--- config.mk ---
export PLATFORM = sky130hd
export DESIGN_NAME = queue_arbiter_flat
export DESIGN_NICKNAME = d
export VERILOG_FILES = /design/src/rtl/queue_arbiter_if.sv /design/src/rtl/queue_arbiter.sv /design/src/flat_wrapper.sv
export SDC_FILE = /design/constraint.sdc
export NUM_CORES = 1
export LEC_CHECK = 0
export ABC_AREA = 1
export BUFFER_PORTS_ARGS = -buffer_cell sky130_fd_sc_hd__buf_2
export CORE_ASPECT_RATIO = 1.4
export CORE_MARGIN = 1
export CORE_UTILIZATION = 51
export CTS_CLUSTER_SIZE = 30
export DETAILED_ROUTE_END_ITERATION = 8
export GPL_TIMING_DRIVEN = 0
export PLACE_DENSITY = 0.89
export SYNTH_ARGS = -nofsm -noshare
export SYNTH_HDL_FRONTEND = slang
export SYNTH_SLANG_ARGS = --single-unit
export TNS_END_PERCENT = 30
--- constraint.sdc ---
create_clock -name clk -period 3.55 [get_ports clk]
set_input_delay 0.355 -clock clk [delete_from_list [all_inputs] [get_ports clk]]
set_output_delay 0.355 -clock clk [all_outputs]
set_load 0.005 [all_outputs]
--- src/rtl/queue_arbiter_if.sv ---
// Requester and queue-FSM signal bundle for the queue arbiter.
// master: arbiter view; slave: requesters plus queue FSM view.
interface queue_arbiter_if #(
  parameter int NREQ = 4,
  parameter int DW   = 8
);
  localparam int IW = $clog2(NREQ);

  logic [NREQ-1:0]    req;
  logic [NREQ-1:0]    req_cmd;
  logic [NREQ*DW-1:0] req_wdata;
  logic [NREQ-1:0]    ack;
  logic               err;
  logic               tmo;
  logic [DW-1:0]      rdata;
  logic               busy;
  logic [IW-1:0]      grant_id;
  logic               q_active;
  logic               q_cmd;
  logic [DW-1:0]      q_wdata;
  logic [DW-1:0]      q_rdata;
  logic               q_add;
  logic               q_remove;
  logic               q_sig_ovf;
  logic               q_sig_unf;

  modport master (
    input  req, req_cmd, req_wdata,
    input  q_rdata, q_add, q_remove,
    input  q_sig_ovf, q_sig_unf,
    output ack, err, tmo, rdata,
    output busy, grant_id,
    output q_active, q_cmd, q_wdata
  );

  modport slave (
    output req, req_cmd, req_wdata,
    output q_rdata, q_add, q_remove,
    output q_sig_ovf, q_sig_unf,
    input  ack, err, tmo, rdata,
    input  busy, grant_id,
    input  q_active, q_cmd, q_wdata
  );
endinterface

--- src/rtl/queue_arbiter.sv ---
// Round-robin arbiter sharing one queue port among NREQ requesters.
// One transaction in flight; ack carries err/tmo status and pop data.
module queue_arbiter #(
  parameter int NREQ    = 4,
  parameter int DW      = 8,
  parameter int TIMEOUT = 4
) (
  input  logic           clk,
  input  logic           rst_n,
  queue_arbiter_if.master bus
);
  localparam int IW = $clog2(NREQ);
  localparam int TW = (TIMEOUT > 2) ? $clog2(TIMEOUT) : 1;

  typedef enum logic [1:0] {
    IDLE,
    ISSUE,
    WAIT,
    RESP
  } state_e;

  state_e          state_q;
  state_e          state_d;
  logic [IW-1:0]   grant_q;
  logic            cmd_q;
  logic [DW-1:0]   wdata_q;
  logic [TW-1:0]   timer_q;
  logic [NREQ-1:0] ack_q;
  logic            err_q;
  logic            tmo_q;
  logic [DW-1:0]   rdata_q;

  logic            pick_vld;
  logic [IW-1:0]   pick_id;
  logic            st_err;
  logic            st_ok;
  logic            tmo_hit;

  // First requester at or after last_grant+1, wrapping.
  function automatic logic [IW:0] pick(
    input logic [NREQ-1:0] r,
    input logic [IW-1:0]   last
  );
    logic [IW:0] res;
    int          j;
    res = '0;
    for (int i = 1; i <= NREQ; i++) begin
      j = (int'(last) + i) % NREQ;
      if (!res[IW] && r[j])
        res = {1'b1, IW'(j)};
    end
    return res;
  endfunction

  assign {pick_vld, pick_id} =
    pick(bus.req, grant_q);

  assign st_err  = bus.q_sig_ovf | bus.q_sig_unf;
  assign st_ok   = bus.q_add | bus.q_remove;
  assign tmo_hit = (timer_q == TW'(TIMEOUT - 1));

  always_comb begin
    state_d = state_q;
    unique case (state_q)
      IDLE:  if (pick_vld) state_d = ISSUE;
      ISSUE: state_d = WAIT;
      WAIT:  if (st_err || st_ok || tmo_hit)
               state_d = RESP;
      RESP:  state_d = IDLE;
      default: state_d = IDLE;
    endcase
  end

  always_ff @(posedge clk or negedge rst_n) begin
    if (!rst_n) begin
      state_q <= IDLE;
      grant_q <= '0;
      cmd_q   <= 1'b0;
      wdata_q <= '0;
      timer_q <= '0;
      ack_q   <= '0;
      err_q   <= 1'b0;
      tmo_q   <= 1'b0;
      rdata_q <= '0;
    end else begin
      state_q <= state_d;
      ack_q   <= '0;
      err_q   <= 1'b0;
      tmo_q   <= 1'b0;
      unique case (state_q)
        IDLE: if (pick_vld) begin
          grant_q <= pick_id;
          cmd_q   <= bus.req_cmd[pick_id];
          wdata_q <= bus.req_wdata[int'(pick_id)*DW +: DW];
        end
        ISSUE: timer_q <= '0;
        WAIT: begin
          // Error status wins over a coincident add/remove.
          if (st_err) begin
            ack_q <= NREQ'(1) << grant_q;
            err_q <= 1'b1;
          end else if (st_ok) begin
            ack_q <= NREQ'(1) << grant_q;
            if (bus.q_remove)
              rdata_q <= bus.q_rdata;
          end else if (tmo_hit) begin
            ack_q <= NREQ'(1) << grant_q;
            err_q <= 1'b1;
            tmo_q <= 1'b1;
          end else begin
            timer_q <= timer_q + 1'b1;
          end
        end
        default: ;
      endcase
    end
  end

  assign bus.ack      = ack_q;
  assign bus.err      = err_q;
  assign bus.tmo      = tmo_q;
  assign bus.rdata    = rdata_q;
  assign bus.busy     = (state_q != IDLE);
  assign bus.grant_id = grant_q;
  assign bus.q_active = (state_q == ISSUE);
  assign bus.q_cmd    = cmd_q;
  assign bus.q_wdata  = wdata_q;
endmodule

--- src/flat_wrapper.sv ---
// flat-port wrapper written by rule: the top's interface ports become plain ports
module queue_arbiter_flat 
#(
  parameter int NREQ    = 4,
  parameter int DW      = 8,
  parameter int TIMEOUT = 4
)
  (clk, rst_n, bus_req, bus_req_cmd, bus_req_wdata, bus_q_rdata, bus_q_add, bus_q_remove, bus_q_sig_ovf, bus_q_sig_unf, bus_ack, bus_err, bus_tmo, bus_rdata, bus_busy, bus_grant_id, bus_q_active, bus_q_cmd, bus_q_wdata);
  queue_arbiter_if #(.NREQ(NREQ), .DW(DW)) bus_i ();
  input  logic clk;
  input  logic rst_n;
  input wire logic [$bits(bus_i.req)-1:0] bus_req;
  input wire logic [$bits(bus_i.req_cmd)-1:0] bus_req_cmd;
  input wire logic [$bits(bus_i.req_wdata)-1:0] bus_req_wdata;
  input wire logic [$bits(bus_i.q_rdata)-1:0] bus_q_rdata;
  input wire logic [$bits(bus_i.q_add)-1:0] bus_q_add;
  input wire logic [$bits(bus_i.q_remove)-1:0] bus_q_remove;
  input wire logic [$bits(bus_i.q_sig_ovf)-1:0] bus_q_sig_ovf;
  input wire logic [$bits(bus_i.q_sig_unf)-1:0] bus_q_sig_unf;
  output wire logic [$bits(bus_i.ack)-1:0] bus_ack;
  output wire logic [$bits(bus_i.err)-1:0] bus_err;
  output wire logic [$bits(bus_i.tmo)-1:0] bus_tmo;
  output wire logic [$bits(bus_i.rdata)-1:0] bus_rdata;
  output wire logic [$bits(bus_i.busy)-1:0] bus_busy;
  output wire logic [$bits(bus_i.grant_id)-1:0] bus_grant_id;
  output wire logic [$bits(bus_i.q_active)-1:0] bus_q_active;
  output wire logic [$bits(bus_i.q_cmd)-1:0] bus_q_cmd;
  output wire logic [$bits(bus_i.q_wdata)-1:0] bus_q_wdata;
  assign bus_i.req = bus_req;
  assign bus_i.req_cmd = bus_req_cmd;
  assign bus_i.req_wdata = bus_req_wdata;
  assign bus_i.q_rdata = bus_q_rdata;
  assign bus_i.q_add = bus_q_add;
  assign bus_i.q_remove = bus_q_remove;
  assign bus_i.q_sig_ovf = bus_q_sig_ovf;
  assign bus_i.q_sig_unf = bus_q_sig_unf;
  assign bus_ack = bus_i.ack;
  assign bus_err = bus_i.err;
  assign bus_tmo = bus_i.tmo;
  assign bus_rdata = bus_i.rdata;
  assign bus_busy = bus_i.busy;
  assign bus_grant_id = bus_i.grant_id;
  assign bus_q_active = bus_i.q_active;
  assign bus_q_cmd = bus_i.q_cmd;
  assign bus_q_wdata = bus_i.q_wdata;
  queue_arbiter #(.NREQ(NREQ), .DW(DW), .TIMEOUT(TIMEOUT)) u_core (.clk(clk), .rst_n(rst_n), .bus(bus_i));
endmodule
==> metrics.log, run 1 <==
[metrics] die extent in x: 54.44 um
[metrics] outcome: completed
[metrics] number of buffers inserted for hold repair after clock tree synthesis: 0
[metrics] number of sinks on the clock net: 29
[metrics] worst-skew pair later-pin latency: 270 ps
[metrics] violation count after the first detailed-routing iteration: 29
[metrics] total internal power: 1.374 mW
[metrics] chain of cells forming the critical path: inv_1 -> ha_1 -> inv_1 -> nand3_1 -> nand2_1 -> nand2_1 -> nand3_2 -> buf_2 -> nand4_1 -> nand3_1 -> nand2_1 -> nand2_1 -> nand2_1
[metrics] shortest period the worst path allows: 2323 ps
[metrics] Sw Share: 47.28%
[metrics] longest individual stage delay on the worst path: 480 ps
[metrics] Via-to-Cell Ratio: 4.934
[metrics] highest-delay cell along the critical path: sky130_fd_sc_hd__dfrtp_1
[metrics] mean cell area of the mapped netlist: 7.464 um^2
[metrics] number of buffers inserted to repair setup after CTS: 0
[metrics] path type of the worst setup path: flip-flop to flip-flop
[metrics] Hold WC Path Type: input pin to asynchronous set/reset pin
[metrics] wire length of the first global-routing pass: 6810 um
[metrics] cell area after technology mapping: 1963 um^2
[metrics] critical path capture point type: flip-flop
[metrics] TNS Setup: 0 ps
[metrics] CTS tree: done
[metrics] buffer cell driving the clock tree root: sky130_fd_sc_hd__clkbuf_8
[metrics] portion of total power attributed to the clock network: 13.3%
[metrics] count of maximum capacitance violations: 0
[metrics] Critical Path Most Common Cell: sky130_fd_sc_hd__nand2_1
[metrics] boundary pin count: 81
[metrics] Final HPWL DP: 3379 um
[metrics] maximum fanout count along the critical path: 10
[metrics] leakage power: 1.527 nW
[metrics] proportion of synthesized chip area in sequential cells: 36.97%
[metrics] Die Y-Extent: 75.41 um
[metrics] net total in the final layout: 413
[metrics] most frequent cells in the layout: sky130_fd_sc_hd__buf_2, sky130_fd_sc_hd__nand2_1, sky130_fd_sc_hd__inv_1
[metrics] number of nets with antenna violations after detailed routing: 0
[metrics] Req. time, crit path: 3710 ps
[metrics] vias in the first global route: 1697
[metrics] part of the cycle the worst path needs: 65.45%
[metrics] Worst Setup SP: u_core.bus.grant_id[1]$_DFFE_PN0P_
[metrics] Area after DPL: 2416 um^2
[metrics] dominant delay contributor by cell family on the critical path: simple AND/OR/NAND/NOR gates
[metrics] Slew Limit Fails: 0
[metrics] power per standard cell area: 1029 nW/um^2
[metrics] growth of design area from synthesis to finish: 29.00%
[metrics] total routing resource utilization after global routing: 22.43%
[metrics] switching power: 1.232 mW
[metrics] layout cells sized above 1: 34.76%
[metrics] Fin Clk Skew: 4.949 ps
[metrics] full die area: 4105 um^2
[metrics] combinational group share of total power: 65.6%
[metrics] number of warning messages in the yosys log: 0
[metrics] CTS buffer count: 5
[metrics] total of buffers placed on input and output ports: 80
[metrics] synthesized net count: 326
[metrics] #FFs+latches synth: 29
[metrics] Residual DRC: 0
[metrics] total wire length: 4202 um
[metrics] via count: 1939
[metrics] worst vdd rail ir drop: 0.9620 mV
[metrics] Final Instance Area: 2532 um^2
[metrics] Final setup viols: 0
[metrics] synthesized instance count: 263
[metrics] share of the core filled with cells: 68.89%
[metrics] length of the first detailed-routing pass in iterations: 4
[metrics] number of antenna violations at the first check in global routing: 0
[metrics] Worst Setup Start Kind: flip-flop
[metrics] startpoint of the worst-slack reg-to-reg timing path: u_core.bus.grant_id[1]$_DFFE_PN0P_
[metrics] sequential cell fraction of total power: 21.2%
[metrics] GPL Wtd Cong: 0.8858
[metrics] largest net degree at the start of global routing: 30
[metrics] row count: 26
[metrics] CP bufs+invs: 3
[metrics] deepest clock path buffer count: 2
[metrics] final routed wire length divided by cell count: 10.69 um
[metrics] synth unique cells: 26
[metrics] setup repair after global routing missed its margin: false
[metrics] arrival time of the worst setup path: 2480 ps
[metrics] starting density of the core: 53.40%
[metrics] measured slew at the worst slew-check pin: 633.1 ps
[metrics] Inserted Diodes: 0
[metrics] clock-pin transition on the worst setup and hold timing paths: 60 ps
[metrics] count of instances resized after the clock tree is built: 0
[metrics] GRT Residual Overflow: 0
[metrics] headroom to the max-slew limit: 57.79%
[metrics] most common library cell in the layout ignoring fill and taps: sky130_fd_sc_hd__buf_2
[metrics] Power, Total: 2.605 mW
[metrics] highest clock frequency the design can meet: 0.4304 GHz
[metrics] number of hold violations in the final report: 0
[metrics] Clock H-tree levels: 2
[metrics] core area: 3676 um^2
[stage by stage]
stage	hold slack, ps	worst slack, ps	cells
6_report	98.85	1227	393
4_1_cts	121.3	1223	393
2_1_floorplan	59.41	1510	263
5_1_grt	150.7	1055	393
3_5_place_dp	413.4	1274	385
3_3_place_gp	396.0	1345	385
[Yosys cell counts]
library cell,number,area [um^2]
sky130_fd_sc_hd__a21oi_1,3,15.01
sky130_fd_sc_hd__a21oi_2,1,8.760
sky130_fd_sc_hd__a31oi_1,1,6.260
sky130_fd_sc_hd__buf_2,4,20.02
sky130_fd_sc_hd__buf_4,1,7.510
sky130_fd_sc_hd__buf_6,2,22.52
sky130_fd_sc_hd__dfrtp_1,29,725.7
sky130_fd_sc_hd__ha_1,9,112.6
sky130_fd_sc_hd__inv_1,49,183.9
sky130_fd_sc_hd__inv_4,1,6.260
sky130_fd_sc_hd__inv_6,1,8.760
sky130_fd_sc_hd__mux2_2,8,90.09
sky130_fd_sc_hd__nand2_1,77,289.0
sky130_fd_sc_hd__nand2_2,7,43.79
sky130_fd_sc_hd__nand2_4,3,33.78
sky130_fd_sc_hd__nand3_1,24,120.1
sky130_fd_sc_hd__nand3_2,3,30.03
sky130_fd_sc_hd__nand3_4,1,17.52
sky130_fd_sc_hd__nand4_1,13,81.33
sky130_fd_sc_hd__nand4_4,1,21.27
sky130_fd_sc_hd__nor2_1,10,37.54
sky130_fd_sc_hd__nor3_1,2,10.01
sky130_fd_sc_hd__nor3_2,1,10.01
sky130_fd_sc_hd__o21ai_0,4,20.02
sky130_fd_sc_hd__o21ai_1,7,35.03
sky130_fd_sc_hd__or2_2,1,6.260
[path summary, 6_finish.rpt]
kind,slack [ps],cells after the start,to
max,1230,13,u_core.bus.q_wdata[4]$_DFFE_PN0P_
min,100,1,u_core.bus.ack[3]$_DFF_PN0_
max reg2reg,1230,13,u_core.bus.q_wdata[4]$_DFFE_PN0P_
min reg2reg,480,2,u_core.timer_q[1]$_DFFE_PN0P_
max in group asynchronous,3040,1,u_core.bus.q_wdata[5]$_DFFE_PN0P_
min in group clk,310,2,u_core.bus.rdata[4]$_DFFE_PN0P_
[kinds of logic after synthesis]
family / count (synthesis) / share of synthesized area [%]
AO/OA/AOI/OAI: 16 / 4.334
adder cells (fa/ha/maj): 9 / 5.736
buffers and inverters: 58 / 12.68
flip-flops: 29 / 36.97
multiplexers: 8 / 4.589
AND/OR/NAND/NOR: 143 / 35.69
[layout make-up]
class	count	area (um^2)
Fill cell	316	1144
Timing Repair Buffer	80	400.4
Clock inverter	1	30.03
Buffer	7	50.05
Tap cell	42	52.55
Multi-Input combinational cell	176	988.4
Inverter	51	198.9
Sequential cell	29	725.7
Clock buffer	7	86.33
[sequential cells by signal, summed over array words and instances, names as in the netlist]
signal / cells
u_core.bus.err: 1
u_core.bus.ack: 4
u_core.bus.tmo: 1
u_core.bus.q_wdata: 8
u_core.bus.q_cmd: 1
u_core.bus.grant_id: 2
u_core.state_q: 2
u_core.timer_q: 2
u_core.bus.rdata: 8
[power groups by stage]
stage | Clock, mW | Sequential, mW | Combinational (mW)
finish | 0.346 | 0.552 | 1.71
global route | 0.369 | 0.576 | 1.93
CTS | 0.350 | 0.554 | 1.72
detailed placement | 0 | 0.558 | 1.70
global placement | 0 | 0.552 | 1.66
floorplan | 0 | 0.564 | 1.28
[metal layers]
| metal | GRT usage [%] | part of all wire, % | up-vias |
|---|---|---|---|
| met5 | 0 | 0 | - |
| met4 | 7.977 | 1.3 | 0 |
| met3 | 5.988 | 5.7 | 8 |
| met2 | 40.79 | 54 | 70 |
| met1 | 24.16 | 39 | 858 |
| li1 | - | - | 1003 |
[worst reg2reg max path, cell delays in order, from the launching register on]
cell	delay (ps)
sky130_fd_sc_hd__dfrtp_1	480
sky130_fd_sc_hd__inv_1	170
sky130_fd_sc_hd__ha_1	380
sky130_fd_sc_hd__inv_1	130
sky130_fd_sc_hd__nand3_1	90
sky130_fd_sc_hd__nand2_1	120
sky130_fd_sc_hd__nand2_1	110
sky130_fd_sc_hd__nand3_2	130
sky130_fd_sc_hd__buf_2	220
sky130_fd_sc_hd__nand4_1	110
sky130_fd_sc_hd__nand3_1	90
sky130_fd_sc_hd__nand2_1	60
sky130_fd_sc_hd__nand2_1	80
sky130_fd_sc_hd__nand2_1	50
Power figures use the tool's default switching activity.
==> run 2, diff against run 1 <==
--- a/config.mk
+++ b/config.mk
@@ -9,11 +9,11 @@
 export BUFFER_PORTS_ARGS = -buffer_cell sky130_fd_sc_hd__buf_2
 export CORE_ASPECT_RATIO = 1.4
 export CORE_MARGIN = 1
-export CORE_UTILIZATION = 51
+export CORE_UTILIZATION = 44
 export CTS_CLUSTER_SIZE = 30
 export DETAILED_ROUTE_END_ITERATION = 8
 export GPL_TIMING_DRIVEN = 0
-export PLACE_DENSITY = 0.89
+export PLACE_DENSITY = 0.82
 export SYNTH_ARGS = -nofsm -noshare
 export SYNTH_HDL_FRONTEND = slang
 export SYNTH_SLANG_ARGS = --single-unit
==> constraint.sdc (replaced) <==
create_clock -name clk -period 1.96 [get_ports clk]
set_input_delay 0.196 -clock clk [delete_from_list [all_inputs] [get_ports clk]]
set_output_delay 0.196 -clock clk [all_outputs]
set_load 0.005 [all_outputs]
==> metrics.log, run 2 (synthesis gave the netlist of run 1 again) <==
[metrics] outcome: completed (unchanged)
[metrics] total wire length: 4743 um (was 4202 um)
[metrics] portion of total power attributed to the clock network: 9.6% (was 13.3%)
[metrics] via count: 2025 (was 1939)
[metrics] starting density of the core: 46.31% (was 53.40%)
[metrics] Worst Setup SP: u_core.bus.grant_id[0]$_DFFE_PN0P_ (was u_core.bus.grant_id[1]$_DFFE_PN0P_)
[metrics] vias in the first global route: 1758 (was 1697)
[metrics] maximum fanout count along the critical path: 7 (was 10)
[metrics] power per standard cell area: 1998 nW/um^2 (was 1029 nW/um^2)
[metrics] Final setup viols: 0 (unchanged)
[metrics] CTS tree: done (unchanged)
[metrics] worst-skew pair later-pin latency: 280 ps (was 270 ps)
[metrics] count of non-filler cells in the finished layout: 425 (was 393)
[metrics] leakage power: 1.632 nW (was 1.527 nW)
[metrics] highest clock frequency the design can meet: 0.5110 GHz (was 0.4304 GHz)
[metrics] Via-to-Cell Ratio: 4.765 (was 4.934)
[metrics] final setup margin: 2.962 ps (was 1227 ps)
[metrics] total internal power: 2.912 mW (was 1.374 mW)
[metrics] Fin Clk Skew: 3.194 ps (was 4.949 ps)
[metrics] core area: 4239 um^2 (was 3676 um^2)
[metrics] arrival time of the worst setup path: 2130 ps (was 2480 ps)
[metrics] Clock H-tree levels: 2 (unchanged)
[metrics] row count: 28 (was 26)
[metrics] layout cells sized above 1: 43.56% (was 34.76%)
[metrics] DP Cell Count: 403 (was 385)
[metrics] sequential cell fraction of total power: 17.7% (was 21.2%)
[metrics] startpoint of the worst-slack reg-to-reg timing path: u_core.bus.grant_id[0]$_DFFE_PN0P_ (was u_core.bus.grant_id[1]$_DFFE_PN0P_)
[metrics] GPL Wtd Cong: 0.8646 (was 0.8858)
[metrics] part of the cycle the worst path needs: 99.85% (was 65.45%)
[metrics] Residual DRC: 0 (unchanged)
[metrics] Sw Share: 47.97% (was 47.28%)
[metrics] Critical Path Most Common Cell: sky130_fd_sc_hd__nand2_1 (unchanged)
[metrics] boundary pin count: 81 (unchanged)
[metrics] growth of design area from synthesis to finish: 42.64% (was 29.00%)
[metrics] combinational group share of total power: 72.7% (was 65.6%)
[metrics] Worst Setup Start Kind: flip-flop (unchanged)
[metrics] path type of the worst setup path: flip-flop to flip-flop (unchanged)
[metrics] number of sinks on the clock net: 29 (unchanged)
[metrics] final routed wire length divided by cell count: 11.16 um (was 10.69 um)
[metrics] wire length of the first global-routing pass: 7162 um (was 6810 um)
[metrics] Final HPWL DP: 3466 um (was 3379 um)
[metrics] worst slack at placement: -286.8 ps (was 1274 ps)
[metrics] Area after DPL: 2454 um^2 (was 2416 um^2)
[metrics] die extent in x: 58.45 um (was 54.44 um)
[metrics] headroom to the max-slew limit: 58.33% (was 57.79%)
[metrics] largest net degree at the start of global routing: 30 (unchanged)
[metrics] Final Instance Area: 2800 um^2 (was 2532 um^2)
[metrics] net total in the final layout: 427 (was 413)
[metrics] Die Y-Extent: 81.04 um (was 75.41 um)
[metrics] count of maximum capacitance violations: 0 (unchanged)
[metrics] setup repair after global routing missed its margin: true (was false)
[metrics] Hold WC Path Type: input pin to flip-flop (was input pin to asynchronous set/reset pin)
[metrics] most frequent cells in the layout: sky130_fd_sc_hd__buf_2, sky130_fd_sc_hd__nand2_1, sky130_fd_sc_hd__inv_1 (unchanged)
[metrics] number of antenna violations at the first check in global routing: 0 (unchanged)
[metrics] Req. time, crit path: 2130 ps (was 3710 ps)
[metrics] switching power: 2.684 mW (was 1.232 mW)
[metrics] violation count after the first detailed-routing iteration: 63 (was 29)
[metrics] number of hold violations in the final report: 0 (unchanged)
[metrics] HP Start: bus_q_rdata[4]
[metrics] length of the first detailed-routing pass in iterations: 4 (unchanged)
[metrics] total routing resource utilization after global routing: 19.95% (was 22.43%)
[metrics] buffer cell driving the clock tree root: sky130_fd_sc_hd__clkbuf_8 (unchanged)
[metrics] worst vdd rail ir drop: 1.237 mV (was 0.9620 mV)
[metrics] highest-delay cell along the critical path: sky130_fd_sc_hd__dfrtp_1 (unchanged)
[metrics] GRT Residual Overflow: 0 (unchanged)
[metrics] shortest period the worst path allows: 1957 ps (was 2323 ps)
[metrics] clock-pin transition on the worst setup and hold timing paths: 60 ps (about the same)
[metrics] deepest clock path buffer count: 2 (unchanged)
[metrics] CP bufs+invs: 4 (was 3)
[metrics] measured slew at the worst slew-check pin: 625.0 ps (was 633.1 ps)
[metrics] Inserted Diodes: 0 (unchanged)
[metrics] number of nets with antenna violations after detailed routing: 0 (unchanged)
[metrics] most common library cell in the layout ignoring fill and taps: sky130_fd_sc_hd__buf_2 (unchanged)
[metrics] critical path capture point type: flip-flop (unchanged)
[metrics] TNS Setup: 0 ps (unchanged)
[metrics] full die area: 4737 um^2 (was 4105 um^2)
[metrics] Slew Limit Fails: 0 (unchanged)
[metrics] CTS buffer count: 5 (unchanged)
[metrics] longest individual stage delay on the worst path: 390 ps (was 480 ps)
[metrics] chain of cells forming the critical path: buf_6 -> buf_4 -> nand2_1 -> nand2_2 -> nand2_4 -> nand2_4 -> inv_8 -> nand4_4 -> nand3_4 -> buf_6 -> nand2_1 -> nand3_1 -> nand2_1 -> nand2_1 -> nand2_1 (was inv_1 -> ha_1 -> inv_1 -> nand3_1 -> nand2_1 -> nand2_1 -> nand3_2 -> buf_2 -> nand4_1 -> nand3_1 -> nand2_1 -> nand2_1 -> nand2_1)
[metrics] total of buffers placed on input and output ports: 80 (unchanged)
[metrics] dominant delay contributor by cell family on the critical path: simple AND/OR/NAND/NOR gates (unchanged)
[run 2: final timing paths]
kind                                                      end  slack (ps)  depth (start not counted)
max                         u_core.bus.q_wdata[4]$_DFFE_PN0P_           3                         15
min                           u_core.bus.rdata[4]$_DFFE_PN0P_         150                          2
max reg2reg                 u_core.bus.q_wdata[4]$_DFFE_PN0P_           3                         15
min reg2reg                      u_core.bus.q_cmd$_DFFE_PN0P_         480                          2
max in group asynchronous  u_core.bus.grant_id[1]$_DFFE_PN0P_        1050                          2
min in group asynchronous  u_core.bus.grant_id[0]$_DFFE_PN0P_         470                          2
[run 2: metrics by stage]
stage                     hold WS (ps)  utilization, %  power, mW
after floorplan                 -99.59               -      3.377
after global placement           245.1           57.88      4.086
after detailed placement         253.0           57.88      4.176
after CTS                        141.8           62.63      5.022
after global routing             140.3           66.06      6.044
final                            148.8           66.06      5.596
[run 2: final cells by class]
cell class                 instances  area, um^2
tap                               60       75.07
inverter                          51       212.7
sequential                        29       726.9
buffer                             7       61.31
timing repair buffer              94       515.5
fill                             367        1439
clock buffer                       7       96.34
multi-input combinational        176        1107
clock inverter                     1       5.005
[run 2: timing repair]
item | 4_1_cts | 5_1_grt
gates cloned | 1 | 0
endpoints found under the setup margin | 13 | 10
setup buffers | 8 | 4
hold buffers | 1 | 0
pin swaps | 2 | 15
hold endpoints to repair | 29 | 0
resized for setup | 10 | 32
[run 2: power groups by stage]
stage | Sequential [mW] | Clock, mW | Combinational, mW
5_1_grt | 1.02 | 0.566 | 4.46
4_1_cts | 0.994 | 0.544 | 3.48
6_report | 0.991 | 0.535 | 4.07
2_1_floorplan | 1.02 | 0 | 2.36
3_3_place_gp | 1.01 | 0 | 3.08
3_5_place_dp | 1.02 | 0 | 3.16
[run 2: per-layer routing]
metal / vias up / track usage (%) / wire (um)
li1: 1029 / - / -
met1: 910 / 18.50 / 1726
met2: 73 / 41.03 / 2688
met3: 13 / 3.981 / 210
met4: 0 / 7.619 / 117
met5: - / 0 / 0
==> run 3, diff against run 2 <==
--- a/config.mk
+++ b/config.mk
@@ -14,6 +14,7 @@
 export DETAILED_ROUTE_END_ITERATION = 8
 export GPL_TIMING_DRIVEN = 0
 export PLACE_DENSITY = 0.82
+export SETUP_SLACK_MARGIN = 0.05
 export SYNTH_ARGS = -nofsm -noshare
 export SYNTH_HDL_FRONTEND = slang
 export SYNTH_SLANG_ARGS = --single-unit
==> metrics.log, run 3 (synthesis gave the netlist of run 1 again) <==
[metrics] total area of sequential cells: 726.9 um^2 (unchanged)
[metrics] sequential cell fraction of total power: 17.4% (was 17.7%)
[metrics] Fillers: 370 (was 367)
[metrics] wire length of the first global-routing pass: 7134 um (was 7162 um)
[metrics] reg-to-reg endpoint: u_core.bus.q_cmd$_DFFE_PN0P_ (was u_core.bus.q_wdata[4]$_DFFE_PN0P_)
[metrics] headroom to the max-slew limit: 59.44% (was 58.33%)
[metrics] TNS Setup: -38.41 ps (was 0 ps)
[metrics] cell depth of the worst flop-to-flop path: 14 (was 15)
[metrics] number of antenna violations at the first check in global routing: 0 (unchanged)
[metrics] worst vdd rail ir drop: 1.572 mV (was 1.237 mV)
[metrics] GRT Residual Overflow: 0 (unchanged)
[metrics] Worst Setup Start Kind: flip-flop (unchanged)
[metrics] Power, Total: 5.671 mW (was 5.596 mW)
[metrics] via count: 1997 (was 2025)
[metrics] combinational group share of total power: 73.4% (was 72.7%)
[metrics] core area: 4239 um^2 (unchanged)
[metrics] longest individual stage delay on the worst path: 390 ps (about the same)
[metrics] Inserted Diodes: 0 (unchanged)
[metrics] final setup margin: -14.24 ps (was 2.962 ps)
[metrics] switching power: 2.725 mW (was 2.684 mW)
[metrics] CTS buffer count: 5 (unchanged)
[metrics] part of the cycle the worst path needs: 100.7% (was 99.85%)
[metrics] starting density of the core: 46.31% (unchanged)
[metrics] largest net degree at the start of global routing: 30 (unchanged)
[metrics] arrival time of the worst setup path: 2140 ps (was 2130 ps)
[metrics] clock-pin transition on the worst setup and hold timing paths: 60 ps (about the same)
[metrics] Slew Limit Fails: 0 (unchanged)
[metrics] shortest period the worst path allows: 1974 ps (was 1957 ps)
[metrics] power per standard cell area: 2004 nW/um^2 (was 1998 nW/um^2)
[metrics] vias in the first global route: 1746 (was 1758)
[metrics] row count: 28 (unchanged)
[metrics] HP Start: bus_q_rdata[6] (was bus_q_rdata[4])
[metrics] total wire length: 4675 um (was 4743 um)
[metrics] Via-to-Cell Ratio: 4.699 (was 4.765)
[metrics] critical path capture point type: flip-flop (unchanged)
[metrics] Residual DRC: 0 (unchanged)
[metrics] die extent in x: 58.45 um (unchanged)
[metrics] CP bufs+invs: 4 (unchanged)
[metrics] buffer cell driving the clock tree root: sky130_fd_sc_hd__clkbuf_8 (unchanged)
[metrics] total routing resource utilization after global routing: 19.43% (was 19.95%)
[metrics] Final setup viols: 5 (was 0)
[metrics] boundary pin count: 81 (unchanged)
[metrics] setup slack of the worst register-to-register path: -10 ps (was 3 ps)
[metrics] full die area: 4737 um^2 (unchanged)
[metrics] number of sinks on the clock net: 29 (unchanged)
[metrics] Clock H-tree levels: 2 (unchanged)
[metrics] outcome: finished with violations (was completed)
[metrics] deepest clock path buffer count: 2 (unchanged)
[metrics] sink of the worst hold path: u_core.bus.rdata[6]$_DFFE_PN0P_ (was u_core.bus.rdata[4]$_DFFE_PN0P_)
[metrics] count of maximum capacitance violations: 0 (unchanged)
[metrics] chain of cells forming the critical path: clkinvlp_4 -> ha_4 -> inv_4 -> nand2_4 -> nand2_4 -> clkinv_4 -> nand4_4 -> nand3_4 -> buf_6 -> nand2_1 -> nand3_1 -> nand2_1 -> nand2_1 -> nand2_1 (was buf_6 -> buf_4 -> nand2_1 -> nand2_2 -> nand2_4 -> nand2_4 -> inv_8 -> nand4_4 -> nand3_4 -> buf_6 -> nand2_1 -> nand3_1 -> nand2_1 -> nand2_1 -> nand2_1)
[metrics] Req. time, crit path: 2130 ps (about the same)
[metrics] worst hold path depth: 2 (unchanged)
[metrics] Final HPWL DP: 3413 um (was 3466 um)
[metrics] measured slew at the worst slew-check pin: 608.4 ps (was 625.0 ps)
[metrics] GPL Wtd Cong: 0.8754 (was 0.8646)
[metrics] portion of total power attributed to the clock network: 9.2% (was 9.6%)
[metrics] startpoint of the worst-slack reg-to-reg timing path: u_core.bus.grant_id[1]$_DFFE_PN0P_ (was u_core.bus.grant_id[0]$_DFFE_PN0P_)
[metrics] dominant delay contributor by cell family on the critical path: simple AND/OR/NAND/NOR gates (unchanged)
[metrics] setup repair after global routing missed its margin: true (unchanged)
[metrics] number of nets with antenna violations after detailed routing: 0 (unchanged)
[metrics] layout cells sized above 1: 43.56% (unchanged)
[metrics] length of the first detailed-routing pass in iterations: 4 (unchanged)
[metrics] leakage power: 1.639 nW (was 1.632 nW)
[metrics] final routed wire length divided by cell count: 11.00 um (was 11.16 um)
[metrics] maximum fanout count along the critical path: 8 (was 7)
[metrics] total internal power: 2.946 mW (was 2.912 mW)
[metrics] Fin Clk Skew: 8.042 ps (was 3.194 ps)
[metrics] Final Instance Area: 2829 um^2 (was 2800 um^2)
[metrics] Hold WC Path Type: input pin to flip-flop (unchanged)
[metrics] highest clock frequency the design can meet: 0.5065 GHz (was 0.5110 GHz)
[metrics] Area after DPL: 2462 um^2 (was 2454 um^2)
[metrics] worst-skew pair later-pin latency: 270 ps (was 280 ps)
[metrics] most frequent cells in the layout: sky130_fd_sc_hd__buf_2, sky130_fd_sc_hd__nand2_1, sky130_fd_sc_hd__inv_1 (unchanged)
[metrics] Critical Path Most Common Cell: sky130_fd_sc_hd__nand2_1 (unchanged)
[metrics] most common library cell in the layout ignoring fill and taps: sky130_fd_sc_hd__buf_2 (unchanged)
[metrics] Sw Share: 48.05% (was 47.97%)
[metrics] violation count after the first detailed-routing iteration: 63 (unchanged)
[metrics] total of buffers placed on input and output ports: 80 (unchanged)
[metrics] worst slack at placement: -206.9 ps (was -286.8 ps)
[metrics] highest-delay cell along the critical path: sky130_fd_sc_hd__dfrtp_2 (was sky130_fd_sc_hd__dfrtp_1)
[metrics] Die Y-Extent: 81.04 um (unchanged)
[metrics] Multi-input gate area: 1139 um^2 (was 1107 um^2)
[metrics] net total in the final layout: 427 (unchanged)
[metrics] path type of the worst setup path: flip-flop to flip-flop (unchanged)
[metrics] growth of design area from synthesis to finish: 44.10% (was 42.64%)
[metrics] number of hold violations in the final report: 0 (unchanged)
[metrics] CTS tree: done (unchanged)
[metrics] violations in the final reports: setup timing
==> run 3: metrics by stage <==
stage / utilization, % / hold WS, ps / instances
2_1_floorplan: - / -99.59 / 263
3_3_place_gp: 58.09 / 243.3 / 403
3_5_place_dp: 58.09 / 242.3 / 403
4_1_cts: 63.96 / 151.2 / 422
5_1_grt: 66.74 / 152.9 / 425
6_report: 66.74 / 152.8 / 425
==> run 3: layout make-up <==
class                           instances  share of cell area (%)
Clock buffer                            7                   3.406
Clock inverter                          1                  0.1769
Multi-Input combinational cell        176                   40.25
Inverter                               51                   7.430
Tap cell                               60                   2.654
Sequential cell                        29                   25.70
Buffer                                  7                   2.167
Timing Repair Buffer                   94                   18.22
==> run 3: timing repair <==
item | CTS | global route
cloned | 1 | 1
pin swaps | 2 | 4
setup buffers | 9 | 2
setup endpoints to repair | 13 | 13
hold buffers | 1 | 0
gates resized for setup | 16 | 25
hold endpoints to repair | 29 | 0
==> run 3: worst reg2reg max path: stages (launching register included) <==
cell                         delay [ps]
sky130_fd_sc_hd__dfrtp_2            390
sky130_fd_sc_hd__clkinvlp_4         120
sky130_fd_sc_hd__ha_4               330
sky130_fd_sc_hd__inv_4               60
sky130_fd_sc_hd__nand2_4             80
sky130_fd_sc_hd__nand2_4             50
sky130_fd_sc_hd__clkinv_4            80
sky130_fd_sc_hd__nand4_4            170
sky130_fd_sc_hd__nand3_4            180
sky130_fd_sc_hd__buf_6              140
sky130_fd_sc_hd__nand2_1             50
sky130_fd_sc_hd__nand3_1             70
sky130_fd_sc_hd__nand2_1             50
sky130_fd_sc_hd__nand2_1             50
sky130_fd_sc_hd__nand2_1             40
==> run 3: worst max path at each step <==
stage | start | endpoint | cells after the start
6_report | u_core.bus.grant_id[1]$_DFFE_PN0P_ | u_core.bus.q_cmd$_DFFE_PN0P_ | 14
5_1_grt | u_core.bus.grant_id[0]$_DFFE_PN0P_ | u_core.bus.q_cmd$_DFFE_PN0P_ | 15
4_1_cts | u_core.bus.grant_id[1]$_DFFE_PN0P_ | u_core.bus.q_wdata[2]$_DFFE_PN0P_ | 14
3_5_place_dp | u_core.bus.grant_id[1]$_DFFE_PN0P_ | u_core.bus.q_wdata[2]$_DFFE_PN0P_ | 13
3_3_place_gp | u_core.bus.grant_id[1]$_DFFE_PN0P_ | u_core.bus.q_wdata[2]$_DFFE_PN0P_ | 12
2_1_floorplan | u_core.bus.grant_id[0]$_DFFE_PN0P_ | u_core.bus.q_cmd$_DFFE_PN0P_ | 15
==> run 3: power groups by stage <==
stage	combinational, mW	sequential [mW]	clock (mW)
detailed placement	3.18	1.02	0
global route	4.57	1.02	0.550
finish	4.16	0.988	0.523
global placement	3.12	1.01	0
CTS	3.70	0.989	0.526
floorplan	2.38	1.02	0
==> run 3: routing by layer <==
metal	global-route usage (%)	routed length, um	share of wire (%)
met1	20.22	1714	37
met2	37.01	2655	57
met3	3.981	224	4.8
met4	8.095	80	1.7
met5	0	0	0
